<file path="config.mk">
export PLATFORM = sky130hd
export DESIGN_NAME = uart_tx_arbiter
export DESIGN_NICKNAME = d
export VERILOG_FILES = /design/src/rtl/uart_tx_arbiter.sv
export SDC_FILE = /design/constraint.sdc
export NUM_CORES = 1
export LEC_CHECK = 0
export ABC_AREA = 1
export CORE_UTILIZATION = 25
export CTS_BUF_LIST = sky130_fd_sc_hd__clkbuf_16
export DETAILED_ROUTE_END_ITERATION = 7
export GPL_TIMING_DRIVEN = 0
export MAX_ROUTING_LAYER = met4
export PLACE_DENSITY_LB_ADDON = 0.15
export REMOVE_ABC_BUFFERS = 1
export SYNTH_ARGS = -nofsm -noshare
export SYNTH_HDL_FRONTEND = slang
export SYNTH_SLANG_ARGS = --single-unit
</file>
<file path="constraint.sdc">
create_clock -name i_clk -period 1 [get_ports i_clk]
set_input_delay 0.15 -clock i_clk [delete_from_list [all_inputs] [get_ports i_clk]]
set_output_delay 0.15 -clock i_clk [all_outputs]
set_load 0.005 [all_outputs]
</file>
<file path="src/rtl/uart_tx_arbiter.sv">
// Round-robin arbiter sharing one UART transmit line between two byte requesters.
// Drives the baud generator enable and shifts start/data/stop bits on its mid-bit strobes.
module uart_tx_arbiter #(
    parameter int DATA_W    = 8,
    parameter int STOP_BITS = 1
) (
    input  logic              i_clk,
    input  logic              i_rst,
    input  logic              i_req0_valid,
    input  logic [DATA_W-1:0] i_req0_data,
    output logic              o_req0_ready,
    input  logic              i_req1_valid,
    input  logic [DATA_W-1:0] i_req1_data,
    output logic              o_req1_ready,
    input  logic              i_clk_bps,
    output logic              o_bps_start,
    output logic              o_rs232_tx,
    output logic              o_busy,
    output logic              o_grant_id
);

    // state | meaning
    // IDLE  | line high, baud generator off, accepting one request
    // SEND  | frame in progress, one bit per clk_bps strobe
    typedef enum logic {IDLE, SEND} state_t;

    localparam int FRAME_W = 1 + DATA_W + STOP_BITS;
    localparam int CNT_W   = $clog2(DATA_W + STOP_BITS + 2);
    localparam logic [CNT_W-1:0] LAST_CNT = CNT_W'(FRAME_W);

    state_t               r_state;
    logic [FRAME_W-1:0]   r_shift;
    logic [CNT_W-1:0]     r_bit_cnt;
    logic                 r_last_grant;
    logic                 r_tx;
    logic                 r_bps_start;
    logic                 r_busy;
    logic                 r_grant_id;

    logic                 w_sel;
    logic                 w_xfer;
    logic [DATA_W-1:0]    w_data;

    // On a tie the requester not served last wins.
    assign w_sel        = (i_req0_valid && i_req1_valid) ? ~r_last_grant : i_req1_valid;
    assign o_req0_ready = (r_state == IDLE) && i_req0_valid && !w_sel;
    assign o_req1_ready = (r_state == IDLE) && i_req1_valid && w_sel;
    assign w_xfer       = o_req0_ready || o_req1_ready;
    assign w_data       = w_sel ? i_req1_data : i_req0_data;

    assign o_rs232_tx   = r_tx;
    assign o_bps_start  = r_bps_start;
    assign o_busy       = r_busy;
    assign o_grant_id   = r_grant_id;

    always_ff @(posedge i_clk) begin
        if (i_rst) begin
            r_state      <= IDLE;
            r_tx         <= 1'b1;
            r_bps_start  <= 1'b0;
            r_busy       <= 1'b0;
            r_grant_id   <= 1'b0;
            r_bit_cnt    <= '0;
            r_last_grant <= 1'b1;
            r_shift      <= '1;
        end else begin
            case (r_state)
                IDLE: begin
                    if (w_xfer) begin
                        r_shift      <= {{STOP_BITS{1'b1}}, w_data, 1'b0};
                        r_grant_id   <= w_sel;
                        r_last_grant <= w_sel;
                        r_bit_cnt    <= '0;
                        r_bps_start  <= 1'b1;
                        r_busy       <= 1'b1;
                        r_state      <= SEND;
                    end
                end
                SEND: begin
                    if (i_clk_bps) begin
                        if (r_bit_cnt < LAST_CNT) begin
                            r_tx      <= r_shift[0];
                            r_shift   <= {1'b1, r_shift[FRAME_W-1:1]};
                            r_bit_cnt <= r_bit_cnt + 1'b1;
                        end else begin
                            // Strobe at the end of the last stop bit closes the frame.
                            r_tx        <= 1'b1;
                            r_bps_start <= 1'b0;
                            r_busy      <= 1'b0;
                            r_state     <= IDLE;
                        end
                    end
                end
                default: r_state <= IDLE;
            endcase
        end
    end

endmodule
</file>
==> metrics.txt, run 1 <==
Via Count 1081; largest net degree at the start of global routing 14; relative slew slack 0.7639; CP bufs+invs 3; initial core utilization 0.2640; CP Max Fanout 3; #FFs+latches synth 18; pwr/cell area 1412 mW/mm2; Post-Syn Instances 144; Hold Violations, Final 0; Worst Setup Start Kind flop; Hold WC Path Type in -> reg; crit path cell chain clkinvlp_4 -> buf_6 -> and3_4 -> buf_6; R2R depth 8; Worst-path clk slew 50 ps; cell mode on critical path buf_6; Tot GR Track Use 0.1498; Util after Layout 0.4559; Final Critical Period 1247 ps; RSZ-0062 raised after global routing true; Crit. End Element primary output; worst vdd ir 783.8 uV; Crit Reg-Reg Startpoint r_state; routed length per instance 11.64 um; GPL Wtd Cong 0.7657; area post-placement 0.001257 mm2; average size of a mapped cell 6.812 um2; sequential share of the synthesized area 0.3673; CTS Hold Bufs 0; Final Cycle Share 1.247; clk buf depth 2; final net count 214; fraction of layout cells with a size suffix above 1 0.3613; hold wc startpoint i_rst; status finished, violations left; first-pass GRT wire length 4554 um; max cap viols 0; grt total ovfl 0; clock sinks 18; failing checks negative setup slack; CP required 850 ps; hold path endpoint r_bit_cnt[2]; YS warnings 0; commonest non-fill, non-tap cells in the layout nand2_1, clkdlybuf4s50_1, nand3_1; fin cells 239; DPL Wire Length 1682 um; Root Driver clkbuf_16; io pins 27; # rows 22; worst-skew pair later-pin latency 250 ps; Overall Power 2392 uW; Pleak 0.0007728 uW; highest-delay cell along the critical path dfxtp_4; CTS Buf Count 3; post-synthesis cell type count 24; # placed instances 212; CTS tree done; DRT iter0 DRCs 36; H-tree depth 1; R2R setup slack -230 ps; Area Growth Syn to Fin 72.70%; # diodes 0; Setup CP Type reg -> out; Die Ht 64.64 um; Final Setup Violations 20; most common cell after layout, fill and taps aside nand2_1; fmax 802.1 MHz; Routed Antenna Nets 0; Core Area 0.003716 mm2; total routed wirelength 2782 um; initial antenna violation count 0; CP max stage delay 370 ps; Setup WS post-layout -246.8 ps; die width 64.64 um; clk_skew 3.217 ps; via-per-instance ratio 4.523; Mapped Area 980.9 um2; Finished Cell Area 0.001694 mm2; FF-to-FF End r_bit_cnt[2]; Die Area 0.004178 mm2; drt first pass iters 4; vias in the first global route 1017; # DRC 0; final slew viol count 0; delay-heaviest family, CP flip-flops; Slew @ Worst Pin 353.5 ps; CP arrival 1100 ps; IO buf count 26; hold-critical path depth 2
==> flip-flops by register name, summed over array words and instances (netlist names) <==
| register | cells |
|---|---|
| o_busy | 1 |
| r_shift | 9 |
| r_last_grant | 1 |
| o_grant_id | 1 |
| r_bit_cnt | 4 |
| o_rs232_tx | 1 |
| r_state | 1 |
==> timing repair <==
item                                    4_1_cts  5_1_grt
cloned                                        0        0
pin swaps                                     5       11
endpoints found under the setup margin       24       20
buffers inserted                             17        7
hold endpoints to repair                      0        0
gates resized for setup                      36       34
==> layer usage <==
layer | track usage | routed length (um) | up-vias
li1 | - | - | 554
met1 | 0.1624 | 1245 | 513
met2 | 0.2605 | 1423 | 12
met3 | 0.04225 | 90 | 2
met4 | 0.05278 | 22 | 0
met5 | - | 0 | -
==> worst max-delay path by stage <==
stage                      start            to  slack [ps]  cells after the start
floorplan                r_state    r_shift[8]        -320                      7
global placement    i_req1_valid  o_req1_ready        -990                      4
detailed placement  i_req1_valid  o_req1_ready       -1020                      4
CTS                      r_state  r_bit_cnt[2]        -250                      8
global route             r_state  r_bit_cnt[2]        -280                      8
finish                   r_state  o_req0_ready        -250                      4
==> where the power goes <==
group	switching, uW	total [uW]	internal, uW	leakage [uW]
clock network	275	806	532	0.0000385
logic	353	740	387	0.000584
registers	53.4	846	792	0.000150
total	681	2390	1710	0.000773
==> synthesized netlist by cell type <==
library cell / instances / area [um2]
nand2_1: 50 / 187.7
nand3_1: 21 / 105.1
dfxtp_1: 18 / 360.4
inv_1: 15 / 56.30
nand3b_1: 7 / 52.55
nor2_1: 6 / 22.52
a21oi_1: 5 / 25.02
buf_2: 2 / 10.01
buf_6: 2 / 22.52
nand2_2: 2 / 12.51
nand2_4: 2 / 22.52
o21ai_0: 2 / 10.01
a31oi_1: 1 / 6.260
and3_1: 1 / 6.260
buf_4: 1 / 7.510
clkbuf_1: 1 / 3.750
ha_1: 1 / 12.51
inv_2: 1 / 3.750
mux2i_1: 1 / 10.01
nor2_2: 1 / 6.260
nor3_1: 1 / 5.000
o211ai_1: 1 / 7.510
o21ai_2: 1 / 8.760
o21ai_4: 1 / 16.27
==> worst register-to-register path, stage by stage, from the launching register on <==
cell,delay [ps]
dfxtp_4,370
clkinvlp_4,110
buf_8,140
nor2_2,90
inv_2,80
nand2_8,130
buf_6,110
nand2_2,40
a21oi_2,100
==> final cells by class <==
cell class	instances	area (um2)
Clock buffer	3	75.07
Clock inverter	1	3.754
Fill cell	386	2022
Inverter	16	75.07
Multi-Input combinational cell	104	641.9
Sequential cell	18	369.1
Tap cell	48	60.06
Timing Repair Buffer	49	469.2
==> kinds of logic after synthesis <==
logic type                 Yosys count  synth area share
AOI/OAI and AO/OA                   11           0.07526
adders and majority gates            1           0.01275
buffers and inverters               22            0.1059
DFF                                 18            0.3674
muxes                                1           0.01020
and+or+nand+nor                     91            0.4286
==> per-stage QoR <==
stage | TNS [ps] | hold slack [ps] | setup slack, ps
4_1_cts | -3911 | 458.0 | -246.1
3_5_place_dp | -14090 | 446.3 | -1019
6_report | -3580 | 274.0 | -246.8
3_3_place_gp | -13590 | 449.0 | -988.5
5_1_grt | -4403 | 278.4 | -277.1
2_1_floorplan | -3730 | 219.1 | -321.3
No activity file was read; power rests on OpenSTA's default activity.
==> run 2: changes to the inputs <==
- SKIP_CTS_REPAIR_TIMING: unset -> 1
- SLEW_MARGIN: unset -> 20
==> run 2 against run 1 <==
The flow still finishes with violations (negative setup slack). Critical path depth is the same. Clock power is essentially flat. Sequential power shrank 1%. Sequential cell count is the same. Via count fell by 3.4%. Combinational power is 11% lower. Largest cell class unchanged.
==> metrics.txt, run 2 (synthesis results as in run 1) <==
Die Ht 64.64 um; Via Count 1044; worst-skew pair later-pin latency 250 ps; Core Area 0.003716 mm2; CP bufs+invs 3; total routed wirelength 2523 um; CTS tree done; setup TNS -3458 ps; Tot GR Track Use 0.1303; # placed instances 212; Worst Setup Start Kind flop; relative slew slack 0.6071; Area Growth Syn to Fin 66.58%; crit path cell chain clkinvlp_4 -> buf_12 -> and3_4 -> clkbuf_2; max cap viols 0; Largest register FFs 9; Final Setup Violations 18; sequential share of power 0.363; most common cell after layout, fill and taps aside nand2_1; Die Area 0.004178 mm2; final slew viol count 0; Sw Ratio 0.2708; CTS Buf Count 3; Setup WS post-layout -282.9 ps; DPL Wire Length 1682 um; Hold WC Path Type in -> reg; Pleak 0.0008091 uW; fraction of layout cells with a size suffix above 1 0.2698; CP arrival 1130 ps; # DRC 0; H-tree depth 1; delay-heaviest family, CP flip-flops; # rows 22; Root Driver clkbuf_16; clock sinks 18; failing checks negative setup slack; largest net degree at the start of global routing 14; fin cells 237; Hold Violations, Final 0; # diodes 0; Crit. End Element primary output; die width 64.64 um; dpl ws -1019 ps; clk_skew 4.224 ps; grt total ovfl 0; pwr/cell area 1407 mW/mm2; status finished, violations left; CP max stage delay 380 ps; drt first pass iters 4; io pins 27; Worst-path clk slew 60 ps; IO buf count 26; Internal 1677 uW; Setup CP Type reg -> out; RSZ-0062 raised after global routing true; initial core utilization 0.2640; worst vdd ir 612.0 uV; Routed Antenna Nets 0; first-pass GRT wire length 4036 um; Final Cycle Share 1.283; via-per-instance ratio 4.405; highest-delay cell along the critical path dfxtp_4; Final Critical Period 1283 ps; vias in the first global route 912; Top Registers r_shift (9), r_bit_cnt (4); final net count 212; fillers 392; CP required 850 ps; GPL Wtd Cong 0.7657; Util after Layout 0.4397; commonest non-fill, non-tap cells in the layout nand2_1, nand3_1, clkdlybuf4s50_1, buf_4, dfxtp_1; CP Max Fanout 5; clk buf depth 2; fmax 779.5 MHz; initial antenna violation count 0; Slew @ Worst Pin 588.4 ps; Top reg by flops r_shift; Gate power share 0.287; Psw 622.7 uW; DRT iter0 DRCs 36; clock power share 0.349; routed length per instance 10.65 um
-- run 2: final cells by class --
cell class                      count  area, um2  share of cell area
Clock buffer                        3      75.07             0.04594
Clock inverter                      1      3.754            0.002297
Inverter                           16      70.07             0.04288
Multi-Input combinational cell    104      590.6              0.3614
Sequential cell                    18      367.9              0.2251
Tap cell                           48      60.06             0.03675
Timing Repair Buffer               47      466.7              0.2856
-- run 2: worst paths after layout --
| kind | depth (start not counted) | start | slack [ps] | endpoint |
|---|---|---|---|---|
| worst max-delay path | 4 | r_state | -280 | o_req0_ready |
| worst min-delay path | 2 | i_rst | 270 | r_bit_cnt[1] |
| worst max register to register | 8 | r_state | -280 | r_bit_cnt[1] |
| worst min register to register | 2 | r_shift[0] | 450 | r_shift[0] |
-- run 2: per-stage QoR --
step	hold slack [ps]	instance area, um2	power [uW]
detailed placement	446.3	1257	1305
global placement	449.0	1257	1299
global route	277.9	1634	2423
CTS	458.6	1336	2115
floorplan	219.1	937.1	1109
finish	270.7	1634	2299
-- run 2: metal layers --
metal / global-route usage / share of wire
met1: 0.1400 / 0.47
met2: 0.2263 / 0.49
met3: 0.04225 / 0.033
met4: 0.04167 / 0.0091
met5: - / 0
-- run 2: power groups by stage --
stage / sequential [uW] / clock [uW] / combinational, uW
finish: 835 / 803 / 661
global route: 843 / 856 / 724
CTS: 839 / 823 / 454
detailed placement: 854 / 0 / 452
global placement: 852 / 0 / 447
floorplan: 842 / 0 / 267
==> run 3: changes to the inputs <==
- CORE_MARGIN: unset -> 2
==> run 3 against run 2 <==
The run still ends with negative setup slack left. Non-clock buffer count fell by 2. Utilization barely moved. Design area barely moved. Largest cell class unchanged.
==> metrics.txt, run 3 (synthesis results as in run 1) <==
max cap viols 0; Hold Violations, Final 0; largest net degree at the start of global routing 14; Area Growth Syn to Fin 66.71%; Top Registers r_shift (9), r_bit_cnt (4); Final Critical Period 1342 ps; first-pass GRT wire length 4209 um; Final Setup Violations 18; H-tree depth 1; Routed Antenna Nets 0; Worst Setup Start Kind flop; relative slew slack 0.7506; worst vdd ir 892.4 uV; fraction of layout cells with a size suffix above 1 0.3048; via-per-instance ratio 4.498; Crit. End Element primary output; Finished Cell Area 0.001635 mm2; grt total ovfl 0; final net count 210; Die Area 0.004441 mm2; # DRC 0; io pins 27; CP arrival 1190 ps; dpl ws -1042 ps; DRT iter0 DRCs 50; clk buf depth 2; pwr/cell area 1408 mW/mm2; most common cell after layout, fill and taps aside nand2_1; GPL Wtd Cong 0.7811; area post-placement 0.001257 mm2; CTS Buf Count 3; worst-skew pair later-pin latency 250 ps; commonest non-fill, non-tap cells in the layout nand2_1, nand3_1, clkdlybuf4s50_1; Top reg by flops r_shift; Tot GR Track Use 0.1257; Slew @ Worst Pin 373.4 ps; total routed wirelength 2702 um; Via Count 1057; die width 66.64 um; CTS tree done; Final Cycle Share 1.342; Root Driver clkbuf_16; initial core utilization 0.2640; fmax 745.3 MHz; status finished, violations left; CP required 850 ps; Largest register FFs 9; Setup CP Type reg -> out; clock sinks 18; Setup WS post-layout -341.8 ps; clk_skew 3.359 ps; initial antenna violation count 0; CP Max Fanout 5; Die Ht 66.64 um; DPL Wire Length 1707 um; # rows 22; Core Area 0.003716 mm2; failing checks negative setup slack; final slew viol count 0; Hold WC Path Type in -> reg; Pleak 0.0007824 uW; fillers 380; routed length per instance 11.50 um; Worst-path clk slew 50 ps; # diodes 0; drt first pass iters 6; IO buf count 26; RSZ-0062 raised after global routing true; vias in the first global route 907
## run 3: cell count changes in the layout (fill, tap and decap cells not counted), moves of 2 or more
cell     previous run  this run
nand3_2             0         4
nand3_1            21        17
buf_6               1         7
a21oi_1             4         1
nand2_2             3         8
buf_12              3         1
nand2_4             4         2
a21oi_2             1         4
nand2_1            45        42
buf_4              17        11
## run 3: per-stage QoR
step / hold WS [ps] / cells / total power [uW] / setup TNS [ps] / utilization
floorplan: 219.1 / 138 / 1109 / -3730 / -
global placement: 448.3 / 212 / 1302 / -13840 / 0.3384
detailed placement: 448.3 / 212 / 1310 / -14340 / 0.3384
CTS: 461.5 / 216 / 2120 / -14940 / 0.3596
global route: 313.8 / 235 / 2451 / -5856 / 0.4401
finish: 297.4 / 235 / 2303 / -4750 / 0.4401
## run 3: power breakdown
part / switching, uW / internal [uW]
logic: 323 / 341
registers: 45.4 / 792
clock network: 271 / 532
total: 639 / 1660
## run 3: final cells by class
type                    count  area, um2  area share
flip-flops and latches     18      367.9      0.2249
inverters                  16      75.07     0.04591
repair buffers             45      441.7      0.2701
clock buffers               3      75.07     0.04591
multi-input cells         104      611.8      0.3741
well taps                  48      60.06     0.03673
clock inverters             1      3.754    0.002295
## run 3: final timing paths
kind              startpoint            to  slack [ps]  cells past startpoint
setup / recovery     r_state  o_req0_ready        -340                      4
hold / removal         i_rst  r_bit_cnt[2]         300                      2
setup reg to reg     r_state    r_shift[2]        -330                      8
hold reg to reg   r_shift[0]    r_shift[0]         460                      2
## run 3: critical path, cell delays in order, from the launching register on
cell and delay, ps:
dfxtp_4 380, clkinvlp_4 160, buf_6 150, and3_4 150
clkbuf_2 100
## run 3: metal layers
metal / track usage / routed length, um / share of wire
met1: 0.1627 / 1269 / 0.47
met2: 0.1963 / 1302 / 0.48
met3: 0.03209 / 101 / 0.037
met4: 0.03061 / 29 / 0.011
met5: - / 0 / 0
